## config.mk

```make
export PLATFORM = sky130hd
export DESIGN_NAME = text_link_pipe
export DESIGN_NICKNAME = d
export VERILOG_FILES = /design/src/rtl/text_link_pipe.sv
export SDC_FILE = /design/constraint.sdc
export NUM_CORES = 1
export LEC_CHECK = 0
export ABC_AREA = 1
export BUFFER_PORTS_ARGS = -buffer_cell sky130_fd_sc_hd__buf_2
export CORE_ASPECT_RATIO = 1.75
export CORE_MARGIN = 2
export CORE_UTILIZATION = 50
export CTS_CLUSTER_SIZE = 30
export DETAILED_ROUTE_END_ITERATION = 12
export GPL_TIMING_DRIVEN = 0
export PLACE_DENSITY_LB_ADDON = 0.25
export SLEW_MARGIN = 30
export SYNTH_ARGS = -nofsm -noshare
export SYNTH_HDL_FRONTEND = slang
export SYNTH_SLANG_ARGS = --single-unit
```

## constraint.sdc

```tcl
create_clock -name clk -period 1.5 [get_ports clk]
set_input_delay 0.075 -clock clk [delete_from_list [all_inputs] [get_ports clk]]
set_output_delay 0.075 -clock clk [all_outputs]
set_load 0.01 [all_outputs]
```

## src/rtl/text_link_pipe.sv

```systemverilog
// Purpose: loopback text link that encrypts, frames, BPSK-maps, corrupts, demodulates and decrypts one character.
// Latency: accept at A, frame bit i on the symbols at A+1+i, out_valid at A+F+1, ready again at A+F+2.
// Backpressure: in_ready is high only in IDLE; in_valid outside IDLE is ignored, never queued.
//
// Ports:
//   clk, reset            rising-edge clock, synchronous active-high reset
//   in_valid/in_ready     character handshake; data_in is the plaintext character
//   out_valid             one-cycle strobe; data_out/out_parity_err hold until the next strobe
//   err_count             saturating count of parity errors since reset
//   tx_symbol/rx_symbol   channel symbols (+1=01, -1=11, none=00), non-zero only while transmitting
//   busy                  high whenever the FSM is not in IDLE
module text_link_pipe #(
  parameter int          DATA_W     = 7,
  parameter logic [15:0] KEY        = 16'h007B,
  parameter int          PARITY     = 1,
  parameter int          ERR_PERIOD = 0
) (
  input  logic              clk,
  input  logic              reset,
  input  logic              in_valid,
  output logic              in_ready,
  input  logic [DATA_W-1:0] data_in,
  output logic              out_valid,
  output logic [DATA_W-1:0] data_out,
  output logic              out_parity_err,
  output logic [15:0]       err_count,
  output logic [1:0]        tx_symbol,
  output logic [1:0]        rx_symbol,
  output logic              busy
);

  localparam int F     = DATA_W + PARITY;
  localparam int IDX_W = 5;
  // An all-zero seed would lock the LFSR at zero forever.
  localparam logic [15:0]      SEED     = (KEY == 16'h0000) ? 16'h0001 : KEY;
  localparam logic [IDX_W-1:0] LAST_BIT = IDX_W'(F - 1);
  localparam logic [15:0]      ERR_LAST = (ERR_PERIOD > 0) ? 16'(ERR_PERIOD - 1) : 16'd0;

  localparam logic [1:0] SYM_POS  = 2'b01;
  localparam logic [1:0] SYM_NEG  = 2'b11;
  localparam logic [1:0] SYM_NONE = 2'b00;

  typedef enum logic [1:0] {
    S_IDLE    = 2'd0,
    S_TX      = 2'd1,
    S_DELIVER = 2'd2
  } state_t;

  state_t            state;
  state_t            state_nxt;

  logic [15:0]       lfsr;
  logic [DATA_W-1:0] ks;
  logic [DATA_W-1:0] cipher;
  logic [F-1:0]      tx_frame;
  logic [F-1:0]      tx_shift;
  logic [F-1:0]      rx_shift;
  logic [F-1:0]      rx_frame_nxt;
  logic [IDX_W-1:0]  bit_idx;
  logic [15:0]       inj_cnt;
  logic              tx_bit;
  logic              flip;
  logic              rx_bit;
  logic              last_bit;

  function automatic logic [15:0] lfsr_step(input logic [15:0] l);
    lfsr_step = {1'b0, l[15:1]} ^ (l[0] ? 16'hB400 : 16'h0000);
  endfunction

  assign ks     = lfsr[DATA_W-1:0];
  assign cipher = data_in ^ ks;

  generate
    if (PARITY != 0) begin : g_par
      assign tx_frame = {^cipher, cipher};
    end else begin : g_nopar
      assign tx_frame = cipher;
    end
  endgenerate

  // Frame goes out LSB first from a right-shifting register.
  assign tx_bit   = tx_shift[0];
  assign flip     = (ERR_PERIOD > 0) && (inj_cnt == ERR_LAST);
  assign rx_bit   = tx_bit ^ flip;
  assign last_bit = (bit_idx == LAST_BIT);

  // Received bits enter at the top so the first bit ends up in bit 0.
  generate
    if (F > 1) begin : g_rx_wide
      assign rx_frame_nxt = {rx_bit, rx_shift[F-1:1]};
    end else begin : g_rx_one
      assign rx_frame_nxt = rx_bit;
    end
  endgenerate

  // State register
  always_ff @(posedge clk) begin
    if (reset) state <= S_IDLE;
    else       state <= state_nxt;
  end

  // Next-state logic
  always_comb begin
    state_nxt = state;
    unique case (state)
      S_IDLE:    if (in_valid) state_nxt = S_TX;
      S_TX:      if (last_bit) state_nxt = S_DELIVER;
      S_DELIVER: state_nxt = S_IDLE;
      default:   state_nxt = S_IDLE;
    endcase
  end

  // Output logic
  always_comb begin
    in_ready  = (state == S_IDLE);
    busy      = (state != S_IDLE);
    out_valid = (state == S_DELIVER);
    tx_symbol = SYM_NONE;
    rx_symbol = SYM_NONE;
    if (state == S_TX) begin
      tx_symbol = tx_bit ? SYM_POS : SYM_NEG;
      rx_symbol = rx_bit ? SYM_POS : SYM_NEG;
    end
  end

  // Datapath
  always_ff @(posedge clk) begin
    if (reset) begin
      lfsr           <= SEED;
      tx_shift       <= '0;
      rx_shift       <= '0;
      bit_idx        <= '0;
      inj_cnt        <= 16'd0;
      data_out       <= '0;
      out_parity_err <= 1'b0;
      err_count      <= 16'd0;
    end else begin
      unique case (state)
        S_IDLE: begin
          if (in_valid) begin
            tx_shift <= tx_frame;
            bit_idx  <= '0;
          end
        end
        S_TX: begin
          tx_shift <= tx_shift >> 1;
          rx_shift <= rx_frame_nxt;
          bit_idx  <= bit_idx + 1'b1;
          // Channel-bit counter spans frames; only reset clears it.
          if (ERR_PERIOD > 0) inj_cnt <= flip ? 16'd0 : inj_cnt + 16'd1;
          // Decode from the completed frame so data_out is stable in the strobe cycle.
          if (last_bit) begin
            data_out       <= rx_frame_nxt[DATA_W-1:0] ^ ks;
            out_parity_err <= (PARITY != 0) && (^rx_frame_nxt);
          end
        end
        S_DELIVER: begin
          lfsr <= lfsr_step(lfsr);
          if (out_parity_err && (err_count != 16'hFFFF)) err_count <= err_count + 16'd1;
        end
        default: ;
      endcase
    end
  end

endmodule
```

==> flow_metrics.py <==
metrics = {
    "finish": {
        "postLayoutCoreUtil": 0.6501,
        "final_area_mm2": 0.003822,
        "fill_cells": 532,
        "fin_cells": 583,
        "final_net_count": 512,
        "multiInputGateArea_mm2": 0.001678,
        "ff_latch_area_mm2": 0.001271,
        "num_antenna_cells": 0,
        "drive_gt1_frac": 0.2337,
        "area_growth_pct": 24.80,
    },
    "synth": {
        "synth_seq_cells": 62,
        "ys_seq_area_frac": 0.4052,
        "synth_cell_type_count": 32,
        "synthesis.instances": 439,
        "avgSynthCellArea_um2": 6.977,
        "syn-num-nets": 451,
        "synth_flop_cell": "dfxtp_1",
        "synth-async-reset-ratio": 0,
        "yosysWarnings": 0,
        "netlist_area_mm2": 0.003063,
        "synth_edf_count": 0,
    },
    "floorplanning": {
        "core_mm2": 0.005879,
        "dieWidth_um": 63.17,
        "rows": 37,
        "start_util": 0.5210,
        "num_io_pins": 41,
        "die_h_um": 107.5,
        "dieArea_mm2": 0.006793,
    },
    "timing": {
        "drv_slew": 0,
        "timing.fmax_ghz": 0.6819,
        "setup_tns_ps": 0,
        "rsz0062_at_grt": "yes",
        "slew_headroom": 0.6240,
        "fin_ws_ps": 33.45,
        "hold_viol": 0,
        "finalSetupViolations": 0,
        "fin_crit_ps": 1467,
        "finalCritPeriodShare": 0.9777,
        "finClkSkew_ps": 7.984,
        "tightest_slew_ps": 563.9,
        "holdWs_ps": 122.5,
    },
    "detailed_routing": {
        "drt_iter0_drc": 141,
        "post_drt_wl_per_cell_um": 13.62,
        "dr.pass1.iters": 4,
        "drc": 0,
        "antenna_left": 0,
        "vias_per_cell": 5.228,
        "vias": 3048,
        "wirelength_um": 7942,
    },
    "clock_network": {
        "clk_pin_slew_ps": 70,
        "clock-sinks": 62,
        "cts_buffers": 9,
        "clockRootBuffer": "clkbuf_8",
        "cts_tree": "done",
        "clock_latency_ps": 350,
        "cts-hold-fix-buffers": 0,
        "clockBufferDepth": 2,
        "htree_levels": 3,
    },
    "worst_hold_path": {
        "hp-class": "primary input to flip-flop",
        "min_to": "tx_shift[6]",
        "whs_path_depth": 4,
        "hold_start": "data_in[6]",
    },
    "power": {
        "seq_power_share": 0.471,
        "peakVddDrop_mv": 0.7278,
        "power_leakage_nw": 1.743,
        "total_power_mw": 3.645,
        "p_clk_frac": 0.442,
        "switchingPower_uw": 868.2,
        "p_sw_frac": 0.2382,
        "p_per_area_mw_per_mm2": 953.6,
        "p_int_mw": 2.777,
        "pwr-share-comb": 0.086,
    },
    "status": {
        "outcome": "finished, final reports clean",
    },
    "placed_design": {
        "globalplace.congestion": 0.8413,
        "dp_cells": 556,
        "port_buffers": 39,
        "post-place-ws_ps": -172.9,
        "post_dp_cell_area_mm2": 0.003363,
        "dp_hpwl_um": 5675,
    },
    "setup_path": {
        "timing.rr.start": "err_count[10]",
        "reg2reg_to": "err_count[14]",
        "worstSetupPathType": "flip-flop to output pin",
        "r2r_slack_ps": 50,
        "critical_path_arrival_ps": 1390,
        "end_kind": "output pin",
        "r2r_cells": 6,
        "cp.required_ps": 1420,
        "cp-start-kind": "flip-flop",
        "worstPathMaxFanout": 11,
    },
    "flow_run": {
        "drv_cap": 0,
    },
    "global_routing": {
        "grt_use_met1": 0.2256,
        "grtUsageTotal": 0.2453,
        "met3_usage": 0.05962,
        "met2_usage": 0.4711,
        "grt_max_degree": 12,
        "grt_antenna_before_repair": 0,
        "grt_pass1_vias": 2938,
        "grt_pass1_wl_um": 12800,
        "grt_busiest_layer": "met2",
        "grt-ovfl-total": 0,
    },
}
[how the worst max path moves through the flow]
stage                              from             to  slack (ps)  depth (start not counted)
after floorplan            err_count[0]   err_count[8]          50                          9
after global placement     err_count[0]  err_count[14]        -160                          7
after detailed placement   err_count[0]  err_count[14]        -170                          7
after CTS                      state[1]    tx_shift[4]         -50                          7
after global routing      err_count[13]  err_count[14]         -20                          6
final                          state[0]   tx_symbol[0]          30                          5
[logic make-up (layout without fill, tap and decap cells)]
kind of cell | count (synthesis) | count (layout) | synth area share
buffers and inverters | 59 | 125 | 0.08251
adders and majority gates | 2 | 2 | 0.008169
DFF | 62 | 62 | 0.4052
AOI/OAI and AO/OA | 85 | 85 | 0.1532
and+or+nand+nor | 205 | 205 | 0.2766
xor gates and xnor gates | 26 | 26 | 0.07435
[layout make-up]
type | count | share of cell area
Tap cell | 78 | 0.02553
Sequential cell | 62 | 0.3326
Clock buffer | 12 | 0.03797
Inverter | 42 | 0.04354
Timing Repair Buffer | 50 | 0.07365
Clock inverter | 4 | 0.01833
Multi-Input combinational cell | 318 | 0.4390
Buffer | 17 | 0.02946
[layout by cell type, fill, tap and decap left out, types with 10 or more instances in the layout]
cell type	n
nor2_1	36
a21oi_1	35
inv_1	33
nand2_1	131
buf_4	12
o21ai_0	31
nand3_1	12
xnor2_1	15
dfxtp_1	48
xor2_1	11
buf_2	41
clkbuf_8	10
[registers in the layout (all words and copies together) (netlist names)]
name / count
err_count: 16
lfsr: 16
tx_shift: 8
data_out: 7
rx_shift: 7
bit_idx: 5
state: 2
out_parity_err: 1
[power by group through the flow]
stage / combinational (mW) / clock [mW] / sequential [mW]
after floorplan: 0.219 / 0 / 1.75
after global placement: 0.294 / 0 / 1.75
after detailed placement: 0.301 / 0 / 1.75
after CTS: 0.307 / 1.63 / 1.72
after global routing: 0.352 / 1.70 / 1.72
final: 0.315 / 1.61 / 1.72
[metal layers]
metal  vias to the layer above  wire length (um)
li1                       1529                 -
met1                      1401              2873
met2                        87              4394
met3                        31               304
met4                         0               369
met5                         -                 0
[synthesized netlist by cell type (3+ instances only)]
cell type | instances | area share
nor2_2 | 4 | 0.0082
a22oi_1 | 4 | 0.0098
o21ai_0 | 32 | 0.052
xnor2_1 | 15 | 0.043
buf_2 | 4 | 0.0065
inv_2 | 3 | 0.0037
a21oi_1 | 35 | 0.057
a31oi_1 | 3 | 0.0061
o211ai_1 | 6 | 0.015
nand2_1 | 136 | 0.17
nand3_1 | 12 | 0.020
nor3_1 | 6 | 0.0098
a21oi_2 | 3 | 0.0086
dfxtp_1 | 62 | 0.41
inv_1 | 37 | 0.045
nor2_1 | 38 | 0.047
nand4_1 | 4 | 0.0082
clkbuf_1 | 8 | 0.0098
xor2_1 | 11 | 0.031
[worst max-delay path, stage by stage (launching register included)]
cell	delay (ps)
dfxtp_2	440
nand2_4	130
inv_2	90
buf_6	140
buf_4	110
buf_2	110
[what timing repair did]
| action | 4_1_cts | 5_1_grt |
|---|---|---|
| gates resized for setup | 20 | 36 |
| pin swaps | 5 | 8 |
| endpoints found under the setup margin | 33 | 37 |
| buffers inserted | 5 | 6 |
| hold endpoints to repair | 0 | 0 |
Power figures use the tool's default switching activity.
